$ cat src/rtl/types_pkg.sv
// rtl/types_pkg.sv - shared types for the instruction-memory loader; IMEM_LOADER_CHECKSUM_EN adds the CHECK state
package types_pkg;

  localparam int DATA_BUS     = 32;
  localparam int LOADER_LEN_W = 16;

  typedef logic [7:0] BYTE;

  typedef enum logic [2:0] {
    S_IDLE,
    S_LEN_LO,
    S_LEN_HI,
    S_DATA,
`ifdef IMEM_LOADER_CHECKSUM_EN
    S_CHECK,
`endif
    S_DONE,
    S_ERR
  } LOADER_STATE;

endpackage

$ cat src/rtl/byte_packer.sv
// rtl/byte_packer.sv - packs a byte stream into little-endian 32-bit words
module byte_packer
  import types_pkg::*;
(
  input  logic                clk,
  input  logic                rst,
  input  logic                clr,
  input  logic                in_valid,
  input  BYTE                 in_byte,
  output logic [DATA_BUS-1:0] word,
  output logic                word_done
);

  logic [1:0]  cnt;
  logic [23:0] shift;

  // Count bytes within the word and shift each new byte in from the top,
  // so after three bytes byte 0 sits in bits [7:0].
  always_ff @(posedge clk or posedge rst) begin
    if (rst) begin
      cnt   <= 2'd0;
      shift <= 24'd0;
    end else if (clr) begin
      cnt   <= 2'd0;
      shift <= 24'd0;
    end else if (in_valid) begin
      cnt   <= cnt + 2'd1;
      shift <= {in_byte, shift[23:8]};
    end
  end

  // The fourth byte completes the word combinationally so the caller can
  // register it on the same edge that accepts the byte.
  assign word      = {in_byte, shift};
  assign word_done = in_valid && (cnt == 2'd3);

endmodule

$ cat src/rtl/imem_loader.sv
// rtl/imem_loader.sv - length-prefixed byte-stream writer for instruction memory; IMEM_LOADER_CHECKSUM_EN enables trailing XOR checksum
module imem_loader
  import types_pkg::*;
#(
  parameter int ADDR_WIDTH = 10
) (
  input  logic                  clk,
  input  logic                  rst,
  input  logic                  start,
  input  logic [7:0]            byte_data,
  input  logic                  byte_valid,
  output logic                  byte_ready,
  output logic                  wr_en,
  output logic [ADDR_WIDTH-1:0] wr_addr,
  output logic [DATA_BUS-1:0]   wr_data,
  output logic                  cpu_rst,
  output logic                  busy,
  output logic                  done,
  output logic                  error
);

  LOADER_STATE             state;
  LOADER_STATE             state_nxt;
  logic [LOADER_LEN_W-1:0] len;
  logic [LOADER_LEN_W-1:0] len_full;
  logic [LOADER_LEN_W-1:0] word_cnt;
  logic                    accept;
  logic                    start_take;
  logic                    data_beat;
  logic                    len_too_big;
  logic                    last_word;
  logic                    word_done;
  logic [DATA_BUS-1:0]     word;
`ifdef IMEM_LOADER_CHECKSUM_EN
  BYTE                     csum;
`endif

  assign accept     = byte_valid && byte_ready;
  assign start_take = start && (state == S_IDLE || state == S_DONE || state == S_ERR);
  assign data_beat  = accept && (state == S_DATA);
  // Length as it will be once the high byte in flight is captured.
  assign len_full    = {byte_data, len[7:0]};
  assign len_too_big = 33'(len_full) > (33'd1 << ADDR_WIDTH);
  assign last_word   = (word_cnt == len - LOADER_LEN_W'(1));

  byte_packer u_packer (
    .clk      (clk),
    .rst      (rst),
    .clr      (start_take),
    .in_valid (data_beat),
    .in_byte  (byte_data),
    .word     (word),
    .word_done(word_done)
  );

  // State register.
  always_ff @(posedge clk or posedge rst) begin
    if (rst) state <= S_IDLE;
    else     state <= state_nxt;
  end

  // Next-state and handshake decode; terminal states wait for a new start.
  always_comb begin
    state_nxt  = state;
    byte_ready = 1'b0;
    busy       = 1'b0;
    case (state)
      S_IDLE, S_DONE, S_ERR: begin
        if (start) state_nxt = S_LEN_LO;
      end
      S_LEN_LO: begin
        byte_ready = 1'b1;
        busy       = 1'b1;
        if (byte_valid) state_nxt = S_LEN_HI;
      end
      S_LEN_HI: begin
        byte_ready = 1'b1;
        busy       = 1'b1;
        if (byte_valid) begin
          if (len_full == '0) begin
`ifdef IMEM_LOADER_CHECKSUM_EN
            state_nxt = S_CHECK;
`else
            state_nxt = S_DONE;
`endif
          end else if (len_too_big) begin
            state_nxt = S_ERR;
          end else begin
            state_nxt = S_DATA;
          end
        end
      end
      S_DATA: begin
        byte_ready = 1'b1;
        busy       = 1'b1;
        if (word_done && last_word) begin
`ifdef IMEM_LOADER_CHECKSUM_EN
          state_nxt = S_CHECK;
`else
          state_nxt = S_DONE;
`endif
        end
      end
`ifdef IMEM_LOADER_CHECKSUM_EN
      S_CHECK: begin
        byte_ready = 1'b1;
        busy       = 1'b1;
        if (byte_valid) state_nxt = (byte_data == csum) ? S_DONE : S_ERR;
      end
`endif
      default: state_nxt = S_IDLE;
    endcase
  end

  assign done    = (state == S_DONE);
  assign error   = (state == S_ERR);
  assign cpu_rst = busy | error;

  // Length capture, word counter and the registered memory write port.
  always_ff @(posedge clk or posedge rst) begin
    if (rst) begin
      len      <= '0;
      word_cnt <= '0;
      wr_en    <= 1'b0;
      wr_addr  <= '0;
      wr_data  <= '0;
    end else begin
      wr_en <= 1'b0;
      if (start_take) word_cnt <= '0;
      if (accept && state == S_LEN_LO) len[7:0]  <= byte_data;
      if (accept && state == S_LEN_HI) len[15:8] <= byte_data;
      if (word_done) begin
        wr_en    <= 1'b1;
        wr_data  <= word;
        wr_addr  <= ADDR_WIDTH'(word_cnt);
        word_cnt <= word_cnt + LOADER_LEN_W'(1);
      end
    end
  end

`ifdef IMEM_LOADER_CHECKSUM_EN
  // Running XOR of data bytes only; length bytes never reach DATA.
  always_ff @(posedge clk or posedge rst) begin
    if (rst)             csum <= 8'd0;
    else if (start_take) csum <= 8'd0;
    else if (data_beat)  csum <= csum ^ byte_data;
  end
`endif

endmodule

$ cat config.mk
export PLATFORM = sky130hd
export DESIGN_NAME = imem_loader
export DESIGN_NICKNAME = d
export VERILOG_FILES = /design/src/rtl/types_pkg.sv /design/src/rtl/byte_packer.sv /design/src/rtl/imem_loader.sv
export SDC_FILE = /design/constraint.sdc
export NUM_CORES = 1
export LEC_CHECK = 0
export CAP_MARGIN = 20
export CORE_MARGIN = 2
export CORE_UTILIZATION = 50
export CTS_BUF_LIST = sky130_fd_sc_hd__clkbuf_8
export DETAILED_ROUTE_END_ITERATION = 12
export PLACE_DENSITY = 0.73
export REMOVE_ABC_BUFFERS = 1
export SLEW_MARGIN = 20
export SYNTH_ARGS = -nofsm -noshare
export SYNTH_HDL_FRONTEND = slang
export SYNTH_SLANG_ARGS = --single-unit
$ cat constraint.sdc
create_clock -name clk -period 7 [get_ports clk]
set_input_delay 0.7 -clock clk [delete_from_list [all_inputs] [get_ports clk]]
set_output_delay 0.7 -clock clk [all_outputs]
set_load 0.005 [all_outputs]
Yosys cells after proc, flatten, opt, wreduce, memory -nomap -nowiden
Index checks and enable logic that the tools add are counted.

word-level totals
  flip-flop bits (word level) = 104
  ROM bits = 0
  output and inout bits = 48
  logic and storage cells = 56
  memories = 0
  latch bits = 0
  bits in writable memories = 0

cells by class
  reductions and logical operators = 16
  div/mod/pow operators = 0
  shifts and indexed selects = 0
  magnitude comparators = 1
  bitwise gates (word level) = 1
  multiply operators = 0
  equality and inequality tests = 11
  add/sub/neg operators = 3
  muxes and demuxes = 15

operators by type and width
  operator               number
  $mux 24                2
  $mux 16                2
  $mux 3                 6
  $add 16x1->16 const B  1
  $eq 16x16->1           1
  $gt 16x11->1 const B   1
  $logic_not 16->1       1
  $sub 16x1->16 const B  1
  $pmux 3 s4             1
  $logic_and 1x1->1      7
  $eq 3x2->1 const B     2
  $eq 3x3->1 const B     2
  $ne 2x2->1 const B     3
  $reduce_or 3->1        2
  $mux 2                 2
  $reduce_and 4->1       1
  $reduce_bool 2->1      2
  $eq 3x1->1 const B     1
  $logic_not 3->1        1
  $add 2x1->2 const B    1
  $eq 2x2->1 const B     1
  $logic_or 1x1->1       2
  $mux 1                 2
  $ne 2x1->1 const B     1
  $or 1x1->1             1

Longest topological paths before layout
  depth after elaboration = 9
  gate-level depth with buffers = 9
  mapped depth without buffers = 8

Cells and area by module
From an unflattened synthesis, not the netlist that was laid out.

second synthesis, totals
  cell total of the unflattened synthesis = 431
  area total of the unflattened synthesis = 5013.6 um^2

modules (own cells, without submodules)
  module       instances  area an instance (um^2)  cells each
  imem_loader  1          3854.9                   336
  byte_packer  1          1158.6                   95

Least setup slack after synthesis
OpenSTA, ideal clock, no wires.

  path kind = reg2reg
  start point = register len[0]
  end point = register state[2]
  path slack = 4.714 ns
  buffers on the path = 0
  period minus slack after synthesis = 2.286 ns
  arrival = 2.219 ns
  stages on the path, launching flop included = 9
  cell sequence = dfrtp_1 -> inv_1 -> ha_1 -> nor3b_2 -> nand2_1 -> xnor2_2 -> or4_4 -> o31ai_2 -> and3_1

on the way
  longest elaborated chain between the ends = 5

RTL lines
  item                                                             RTL line                              text
  start, declared                                                  imem_loader.sv:24                     logic [LOADER_LEN_W-1:0] len;
  start signal, assigned                                           imem_loader.sv:130                    if (accept && state == S_LEN_LO) len[7:0] <= byte_data;
  $sub 16x1->16 or $gt 16x11->1 (tied branches)                    imem_loader.sv:44, imem_loader.sv:43
  $eq 16x16->1 or $mux 3 (tied branches)                           imem_loader.sv:44, imem_loader.sv:86
  $logic_and 1x1->1 or $mux 3 (tied branches)                      imem_loader.sv:96, imem_loader.sv:80
  $ne 2x1->1 (no source line) or $mux 3 (tied branches)            -
  $reduce_and 4->1 (no source line) or $pmux 3 s4 (tied branches)  -
  end signal, assigned                                             imem_loader.sv:59                     else state <= state_nxt;
  end, declared                                                    imem_loader.sv:22                     LOADER_STATE state;

Parallel ways exist; a longest one is shown, timed or not. The select of a mux whose other input is x is not followed.
A chain may end at the register's enable or synchronous reset.

Final worst setup path
  start point = input port byte_valid
  end point = register word_cnt[12]

on the way
  longest elaborated chain between the ends = 4

RTL lines
  item                                          RTL line            text
  start, declared                               imem_loader.sv:11   input logic byte_valid,
  $logic_and 1x1->1 (*)                         imem_loader.sv:38   assign accept = byte_valid && byte_ready;
  $logic_and 1x1->1 (*)                         imem_loader.sv:40   assign data_beat = accept && (state == S_DATA);
  $logic_and 1x1->1 (*)                         byte_packer.sv:35   assign word_done = in_valid && (cnt == 2'd3);
  $mux 16 or $reduce_bool 2->1 (tied branches)  -
  end signal, assigned                          imem_loader.sv:136  word_cnt <= word_cnt + LOADER_LEN_W'(1);
  end, declared                                 imem_loader.sv:26   logic [LOADER_LEN_W-1:0] word_cnt;

Every way passes the cells marked *; elsewhere a longest branch is shown, timed or not.

==> metrics <==
global-route wire length before repair=17.5 mm; Reg area=0.00260 mm^2; most frequent cell on the critical path=buf_4; filler cell count=872; top cell type's share of synthesized area=a little over half; flops & latches, synth=roughly 100; clock latency at the later pin of the worst-skew pair=0.37 ns; clk root buf=clkbuf_8; Yosys warnings=0; Syn Std Cell Area=0.00489 mm^2; minimum clock period=3.21 ns; Post-synth EDFFs=0; pins over their slew limit=0; Synth area leaders=dfrtp_1, nand2_1, mux2_2; CP max FO=28; most frequent cells in the layout=nand2_1, dfrtp_1, clkdlybuf4s50_1; Area Growth Syn to Fin=18.5%; worst hold path type=reg2reg; CP required=7.26 ns; IO Count=60; Pre-Repair DR Iteration Count=4; CP Capture Type=register; outcome=finished, final reports clean; vias in the first global route=3601; final wirelength=~10 mm; H-tree levels=3; fin area=0.00580 mm^2; # diodes=0; final antenna-violating net count=0; TritonCTS clock tree=done; multi-input logic area=0.00216 mm^2; die area=0.0106 mm^2; Slew HR=between 20% and 30%; most common cell after layout, fill and taps aside=nand2_1; distinct cell type count after synthesis=46; largest net degree at the start of global routing=73; CTS resizes=0; post-CTS setup repair buffer count=0; setup TNS=0 ns; CP Launch Type=input pin; clk_skew=0.0119 ns; CTS sink cnt=104; WS Path Type=in2reg; register area share after synthesis=53.2%; CP max stage cell=inv_1; layout cells sized above 1=8.43%; period utilization=45.9%; Max Clock Freq=between 300 and 400 MHz; vias=between 3000 and 4000; Tot GR Track Use=21.1%; syn_area_per_cell=9.29 um^2; top_reg_cell synth=dfrtp_1; delay-heaviest family, CP=buffers and inverters; WP buf/inv=4; Initial Util=50.8%; crit-path cells=clkdlybuf4s50_1 -> and4b_1 -> buf_4 -> nand2_2 -> inv_1 -> buf_4 -> and4_1 -> nand3_1 -> mux2i_1; CTS Buf Count=9; CTS Hold Bufs=0; leakage=0.00267 uW; cell count after synthesis=527; Max-cap violations=0; # setup viols final=0; core area=0.00964 mm^2; final global-route overflow total=0; post-route DRC violation count=0; placed instance area=0.00558 mm^2; Post-synth ARST share=between 90% and 100%; Critical Path AT=approximately 3.5 ns; DPL Wire Length=6.99 mm; first-iteration detailed-routing DRC count=184; clock slew at the register clock pins of the worst setup and hold paths=about 0.1 ns; CTS max path bufs=2; Slew @ Worst Pin=1.06 ns; Final Hold Viols=0; routability cong.=0.894; PD cells=320 mW/mm^2; die width=103 um; r2r setup slk=just over 4 ns; worst hold slack=0.479 ns; port buffer count=59; drt wl/cell=around 15 um; Synth area leader=dfrtp_1; worst stage delay on the critical path=0.61 ns; Via-to-Cell Ratio=5.33; worst vdd ir=132 uV; RSZ-0062 raised after global routing=false; die extent in y=103 um; Rows=36; post-layout net count=592; initial antenna violation count=0
==> final cells by class <==
class	count	share of cell area (%)
clock buffer	9	2.14
clock inverter	7	1.36
inverter	7	0.496
multi-input combinational	390	37.3
sequential	104	44.9
tap	133	2.87
timing repair buffer	64	11.0
==> cell families (layout without fill, tap and decap cells) <==
kind of cell	after synthesis	in the layout	synth area share, %
AND/OR/NAND/NOR	278	278	25.8
flip-flops	104	104	53.2
AO/OA/AOI/OAI	59	59	7.44
buffers and inverters	33	87	2.63
XOR/XNOR	27	27	4.99
multiplexers	22	22	4.88
adder cells (fa/ha/maj)	4	4	1.02
==> through the flow <==
step | util (%) | setup WS [ns] | cells | total power (uW)
after floorplan | - | 2.84 | 501 | 1260
after global placement | 57.9 | 3.48 | 697 | 1450
after detailed placement | 57.9 | 3.41 | 697 | 1470
after CTS | 60.0 | 3.80 | 713 | 1860
after global routing | 60.2 | 3.59 | 714 | 1980
final | 60.2 | 3.79 | 714 | 1850
==> routing by layer <==
metal / up-vias / part of all wire (%) / GRT usage [%]
met5: - / 0 / 0
met4: 0 / 1.8 / 8.40
li1: 1851 / - / -
met2: 104 / 47 / 33.1
met1: 1827 / 47 / 30.0
met3: 21 / 4.4 / 2.78
==> cells in the mapped netlist (2+ instances only) <==
cell      instances
inv_1             7
o31ai_1           2
dfrtp_1         104
a31oi_1           2
and3_1            9
clkbuf_1         20
nor4_2            2
nor4b_1           2
o32ai_1           2
nand3_1          16
or4_1             2
and4_1            2
nand2_1         202
nand4_1           4
nor4_4            3
o21ai_0          13
ha_1              4
o21a_1            2
or4_4             2
buf_1             4
xor2_1            9
nand3b_1          2
xnor2_1          17
o211ai_1          3
mux2i_1           7
nand2b_1          2
a21oi_1          28
mux2_2           15
nor4_1            2
nor3_1            9
nor2_1           14
==> power breakdown <==
group / switching [uW] / internal [uW]
registers: 161 / 722
logic: 292 / 297
clock network: 215 / 169
==> flip-flops by register name (all words and copies together) (netlist names) <==
signal and cells:
wr_en 1, word_cnt 16, len 16, wr_data 32
u_packer.cnt 2, u_packer.shift 24, state 3, wr_addr 10
==> tightest hold or removal path, delay by kind of cell, from the launching register on <==
family / cells / cell delay, ns
flops: 1 / 0.35
simple gates: 2 / 0.10
==> path summary, 6_finish.rpt <==
path / from / end / cells past startpoint
max in group asynchronous: rst / word_cnt[5] / 3
min: u_packer.shift[0] / wr_data[0] / 2
min in group asynchronous: rst / wr_data[2] / 2
max reg2reg: state[1] / word_cnt[12] / 8
min reg2reg: u_packer.shift[0] / wr_data[0] / 2
max: byte_valid / word_cnt[12] / 9
Power figures use the tool's default switching activity.
